$ cat src/rtl/pattern_tx.sv
// Serial frame transmitter: 1101 sync preamble, then a parallel-loaded payload MSB first,
// then a single guard/STOP cycle that pulses done.
module pattern_tx #(
    parameter int DATA_BITS = 8
) (
    input  logic                 clk,
    input  logic                 rst,
    input  logic                 load,
    input  logic [DATA_BITS-1:0] data_in,
    output logic                 o,
    output logic                 busy,
    output logic                 done
);

    localparam int CW = $clog2(DATA_BITS > 4 ? DATA_BITS : 4);
    // Indexed by counter: bit0..bit3 give the on-wire order 1,1,0,1.
    localparam logic [3:0] PREAMBLE = 4'b1011;

    typedef enum logic [1:0] {IDLE, PRE, DATA, STOP} state_t;

    state_t               r_state;
    logic [CW-1:0]        r_cnt;
    logic [DATA_BITS-1:0] r_sr;

    always_ff @(posedge clk or posedge rst) begin
        if (rst) begin
            r_state <= IDLE;
            r_cnt   <= '0;
            r_sr    <= '0;
        end else begin
            case (r_state)
                // STOP accepts a new frame just like IDLE, so held load gives back-to-back frames.
                IDLE, STOP: begin
                    if (load) begin
                        r_sr    <= data_in;
                        r_cnt   <= '0;
                        r_state <= PRE;
                    end else begin
                        r_state <= IDLE;
                    end
                end
                PRE: begin
                    if (r_cnt == CW'(3)) begin
                        r_cnt   <= '0;
                        r_state <= DATA;
                    end else begin
                        r_cnt <= r_cnt + CW'(1);
                    end
                end
                DATA: begin
                    r_sr  <= r_sr << 1;
                    r_cnt <= r_cnt + CW'(1);
                    if (r_cnt == CW'(DATA_BITS - 1))
                        r_state <= STOP;
                end
                default: r_state <= IDLE;
            endcase
        end
    end

    // Moore decode: outputs depend on registers only.
    always_comb begin
        o    = 1'b0;
        busy = 1'b0;
        done = 1'b0;
        case (r_state)
            PRE: begin
                o    = PREAMBLE[r_cnt[1:0]];
                busy = 1'b1;
            end
            DATA: begin
                o    = r_sr[DATA_BITS-1];
                busy = 1'b1;
            end
            STOP:    done = 1'b1;
            default: ;
        endcase
    end

endmodule

$ cat config.mk
export PLATFORM = sky130hd
export DESIGN_NAME = pattern_tx
export DESIGN_NICKNAME = d
export VERILOG_FILES = /design/src/rtl/pattern_tx.sv
export SDC_FILE = /design/constraint.sdc
export NUM_CORES = 1
export LEC_CHECK = 0
export ABC_AREA = 0
export BUFFER_PORTS_ARGS = -buffer_cell sky130_fd_sc_hd__buf_2
export CAP_MARGIN = 20
export CORE_MARGIN = 5
export CORE_UTILIZATION = 50
export CTS_BUF_LIST = sky130_fd_sc_hd__clkbuf_4
export CTS_CLUSTER_SIZE = 12
export DETAILED_ROUTE_END_ITERATION = 10
export PLACE_DENSITY = 0.81
export SYNTH_ARGS = -nofsm -noshare
export SYNTH_HDL_FRONTEND = slang
export SYNTH_SLANG_ARGS = --single-unit
$ cat constraint.sdc
create_clock -name clk -period 4.4 [get_ports clk]
set_input_delay 0.22 -clock clk [delete_from_list [all_inputs] [get_ports clk]]
set_output_delay 0.22 -clock clk [all_outputs]
set_load 0.02 [all_outputs]
# Yosys cells after proc, flatten, opt, wreduce, memory -nomap -nowiden
# Index checks and enable logic that the tools add are counted.
[word_totals] regBits=13 input_bits=11 out_inout_bits=3 elab_cells=33
[classes] add_sub_neg=1 order_cmp=1 n_eq_ne=8 n_mux=14 reduce_logical=6
[ops] cell="$pmux W8 S2" n=1
[ops] cell="$pmux W3 S3" n=1
[ops] cell="$mux W8" n=1
[ops] cell="$mux W3" n=2
[ops] cell="$ne A2 B2 Y1 const B" n=3
[ops] cell="$pmux W2 S3" n=1
[ops] cell="$eq A2 B2 Y1 const B" n=2
[ops] cell="$mux W1" n=4
[ops] cell="$mux W2" n=2
[ops] cell="$reduce_and A2 Y1" n=2
[ops] cell="$reduce_or A2 Y1" n=2
[ops] cell="$add A3 B1 Y3 const B" n=1
[ops] cell="$eq A3 B2 Y1 const B" n=1
[ops] cell="$eq A3 B3 Y1 const B" n=1
[ops] cell="$lt A2 B3 Y1 const B" n=1
[ops] cell="$bmux W1 S2" n=1
[ops] cell="$eq A2 B1 Y1 const B" n=1
[ops] cell="$logic_not A2 Y1" n=1
[ops] cell="$pmux W1 S2" n=1
[ops] cell="$reduce_bool A2 Y1" n=1

# Longest topological paths before layout
[logic_depth] ltp_word=4 ltp_mapped=7 mapped_depth_nobuf=6

# Least setup slack after synthesis
# No wires, ideal clock.
[synth_path] path_kind="register to output" from="reg r_state[0]" to="out o" arrival_ns=1.300 setup_slack_ns=2.880 stages_incl_launch_ff=6 n_path_buf=1 cell_sequence="dfrtp_1 inv_1 ha_1 buf_4 nand2_1 a21oi_1"
[synth_via] elab_chain_len=2 elab_cells_between_ends=3 cone_classes="eq/ne (2); mux (1)"
[synth_lines] element="start: declaration" line_no="21" rtl="state_t r_state;"
[synth_lines] element="start signal: assignment" line_no="27" rtl="r_state <= IDLE;"
[synth_lines] element="start signal: assignment" line_no="37" rtl="r_state <= PRE;"
[synth_lines] element="start signal: assignment" line_no="39" rtl="r_state <= IDLE;"
[synth_lines] element="$eq A2 B2 Y1 / $eq A2 B1 Y1 (equally long branches)" line_no="66" rtl="case (r_state)"
[synth_lines] element="$pmux W1 S2 *" line_no="66"
[synth_lines] element="end: declaration" line_no="10" rtl="output logic o,"
# Every way passes the cells marked *; elsewhere a longest branch is shown, timed or not.

# Worst setup path after layout
# Ends and elaborated chain as after synthesis.

==> flow_summary.yaml <==
finish:
  fillers: 116
  multi_input_area_um2: 360.3
  nets: 106
  drive_gt1_share_pct: 20.69
  regArea_um2: 325.3
  insertedDiodeCount: 0
  area_delta_synth_final_pct: 13.22
  stdcell_area_um2: 835.8
pwr:
  p_seq_share_pct: 34.4
  p_switching_mw: 0.2603
  ir_drop_mv: 0.3738
  p_leak_nw: 0.4277
  p_int_mw: 0.3491
  clockPowerShare_pct: 13.5
  powerDensity_nw_per_um2: 729.1
  comb_power_share_pct: 52.2
  switching_share_pct: 42.72
sta:
  slew_viol_final: 0
  period_share_pct: 46.49
  hold_viol_final: 0
  grt_setup_unrepaired: "no"
  finalSetupViolations: 0
  relSlewSlack_pct: 57.00
  finClkSkew_ns: 0.007168
  worst_pin_slew_ns: 0.6450
  clock.fmax_mhz: 488.9
  min_period_ns: 2.046
  tns_ns: 0
floorplanning:
  ios: 14
  fp.dieArea_um2: 2345
  die_h_um: 48.43
  coreArea_um2: 1350
  initial_core_util_pct: 54.68
  std_cell_rows: 13
  fp.dieW_um: 48.43
cts:
  cts_resized: 0
  numCtsBuffers: 3
  clock_path_buffers: 2
  cts.sinks: 13
  clkTransAtPathRegs_ns: 0.08
  cts_max_level: 1
  cts_tree: "done"
  cts_root_buf: "clkbuf_4"
  worstSkewPairLatency_ns: 0.29
routing:
  vias_per_cell: 5.098
  wl_per_cell_um: 12.79
  num_vias: 520
  drc: 0
  drt_wl_total_um: 1305
  postRouteAntennaNets: 0
  drtIter0Drc: 9
  detail_route.first_pass.iterations: 4
global_route:
  grt_start_max_net_pins: 18
  grt_usage_pct: 11.82
  antenna_found_initial: 0
  grt_pass1_wl_um: 2139
  grt.overflow.total: 0
  first_global_vias: 482
yosys:
  synth_top_cells_by_count: "dfrtp_1, nand2_1, mux2i_1, o21ai_0"
  netlist_instances: 72
  netlist_top_cells_area: "dfrtp_1, mux2i_1, ha_1"
  synthArstFlopShare_pct: 100.0
  synth_ff_type: "dfrtp_1"
  synth-seq-cells: 13
  synth.net_count: 90
  netlist.area_leader.share_pct: 44.07
  synth_edf_count: 0
  avgSynthCellArea_um2: 10.25
  ys_seq_area_share_pct: 44.07
  synth_area_um2: 738.2
  yosysWarnings: 0
  yosys.area.top_type: "dfrtp_1"
  netlist-cell-type-count: 15
  yosysMostFrequentCell: "dfrtp_1"
worst_setup_path:
  end_kind: "output pin"
  crit_path_max_fanout: 13
  cp_data_required_time_ns: 4.18
  crit_buf_inv: 2
  slowest_delay_ns: 0.57
  r2r_setup_slack_ns: 2.68
  critPathSlowestCell: "ha_1"
  cp_top_family: "adder cells"
  cp.arrival_ns: 1.83
  cp-start-kind: "flop"
  path_cells: "inv_1 > ha_1 > nand2_1 > a21oi_1 > buf_2"
  path_class: "flop to output pin"
placed_design:
  dpl_cell_area_um2: 795.8
  hpwl_um: 964.2
  gp_congestion: 0.7293
  io_buffers: 13
run_status:
  outcome: "finished, final reports clean"
flow_run:
  maxCapViolations: 0
worst_hold_path:
  hold_path_class: "input port to flop"
## kinds of logic (layout without fill, tap and decap cells)
| kind of cell | Yosys count | count (layout) | share of synthesized area (%) |
|---|---|---|---|
| compound gates | 16 | 16 | 12.20 |
| fa+ha+maj | 7 | 7 | 11.86 |
| buf+inv | 10 | 25 | 7.119 |
| flops | 13 | 13 | 44.07 |
| mux | 10 | 10 | 15.25 |
| simple gates | 16 | 16 | 9.492 |
## path summary, 6_finish.rpt
path,depth (start not counted),end,startpoint
min in group asynchronous,3,r_sr[0]$_DFFE_PP0P_,rst
worst max register to register,4,r_sr[7]$_DFFE_PP0P_,r_state[0]$_DFFE_PP0P_
worst min-delay path,3,r_sr[0]$_DFFE_PP0P_,data_in[0]
worst min register to register,2,r_sr[1]$_DFFE_PP0P_,r_sr[1]$_DFFE_PP0P_
worst max-delay path,5,o,r_state[0]$_DFFE_PP0P_
max in group asynchronous,3,r_sr[1]$_DFFE_PP0P_,rst
## sequential cells by signal, summed over array words and instances (netlist names)
| signal | count |
|---|---|
| r_sr | 8 |
| r_cnt | 3 |
| r_state | 2 |
## cell usage in the layout, fill, tap and decap left out
cell type,instances
buf_2,13
a22oi_1,1
a21oi_1,3
dfrtp_1,13
nor2b_1,1
o21ai_0,9
inv_1,7
dlygate4sd3_1,1
nand2_1,12
clkbuf_4,4
ha_1,7
o31ai_1,2
mux2i_1,9
mux2i_4,1
nand2b_1,3
a21boi_0,1
## power groups by stage
stage | Combinational, mW | Clock (mW) | Sequential (mW)
floorplan | 0.290 | 0 | 0.202
global placement | 0.317 | 0 | 0.209
detailed placement | 0.323 | 0 | 0.212
CTS | 0.325 | 0.0841 | 0.210
global route | 0.361 | 0.0886 | 0.216
finish | 0.318 | 0.0820 | 0.209
## routing by layer
layer  routed length [um]  vias to the layer above  global-route usage, %
li1                     -                      272                      -
met1                  599                      230                  14.04
met2                  592                       13                  17.39
met3                   72                        5                  3.364
met4                   40                        0                  9.677
met5                    0                        -                      0
## layout make-up
class / instances / area share (%)
inverters: 7 / 3.144
clock buffers: 4 / 3.593
flip-flops and latches: 13 / 38.92
well taps: 15 / 2.246
multi-input cells: 49 / 43.11
repair buffers: 14 / 8.982
## stage by stage
step	worst slack [ns]	hold WS [ns]	util, %	total power, mW	instances
after global routing	2.178	0.1791	61.91	0.6652	102
after floorplan	2.880	0.09696	-	0.4918	72
after CTS	2.316	0.1798	61.91	0.6193	102
final	2.354	0.1804	61.91	0.6094	102
after detailed placement	2.642	0.2703	58.94	0.5359	97
after global placement	2.675	0.2609	58.94	0.5261	97
## worst reg2reg max path: stages (launching register included)
cell and delay, ns:
dfrtp_1 0.38, inv_1 0.07, ha_1 0.46, mux2i_4 0.49, o21ai_0 0.17
## what timing repair did
action                                 in CTS  in global routing
endpoints found under the hold margin      13                  0
buffers inserted                            0                  0
hold buffers                                1                  0
No activity file was read; power rests on OpenSTA's default activity.
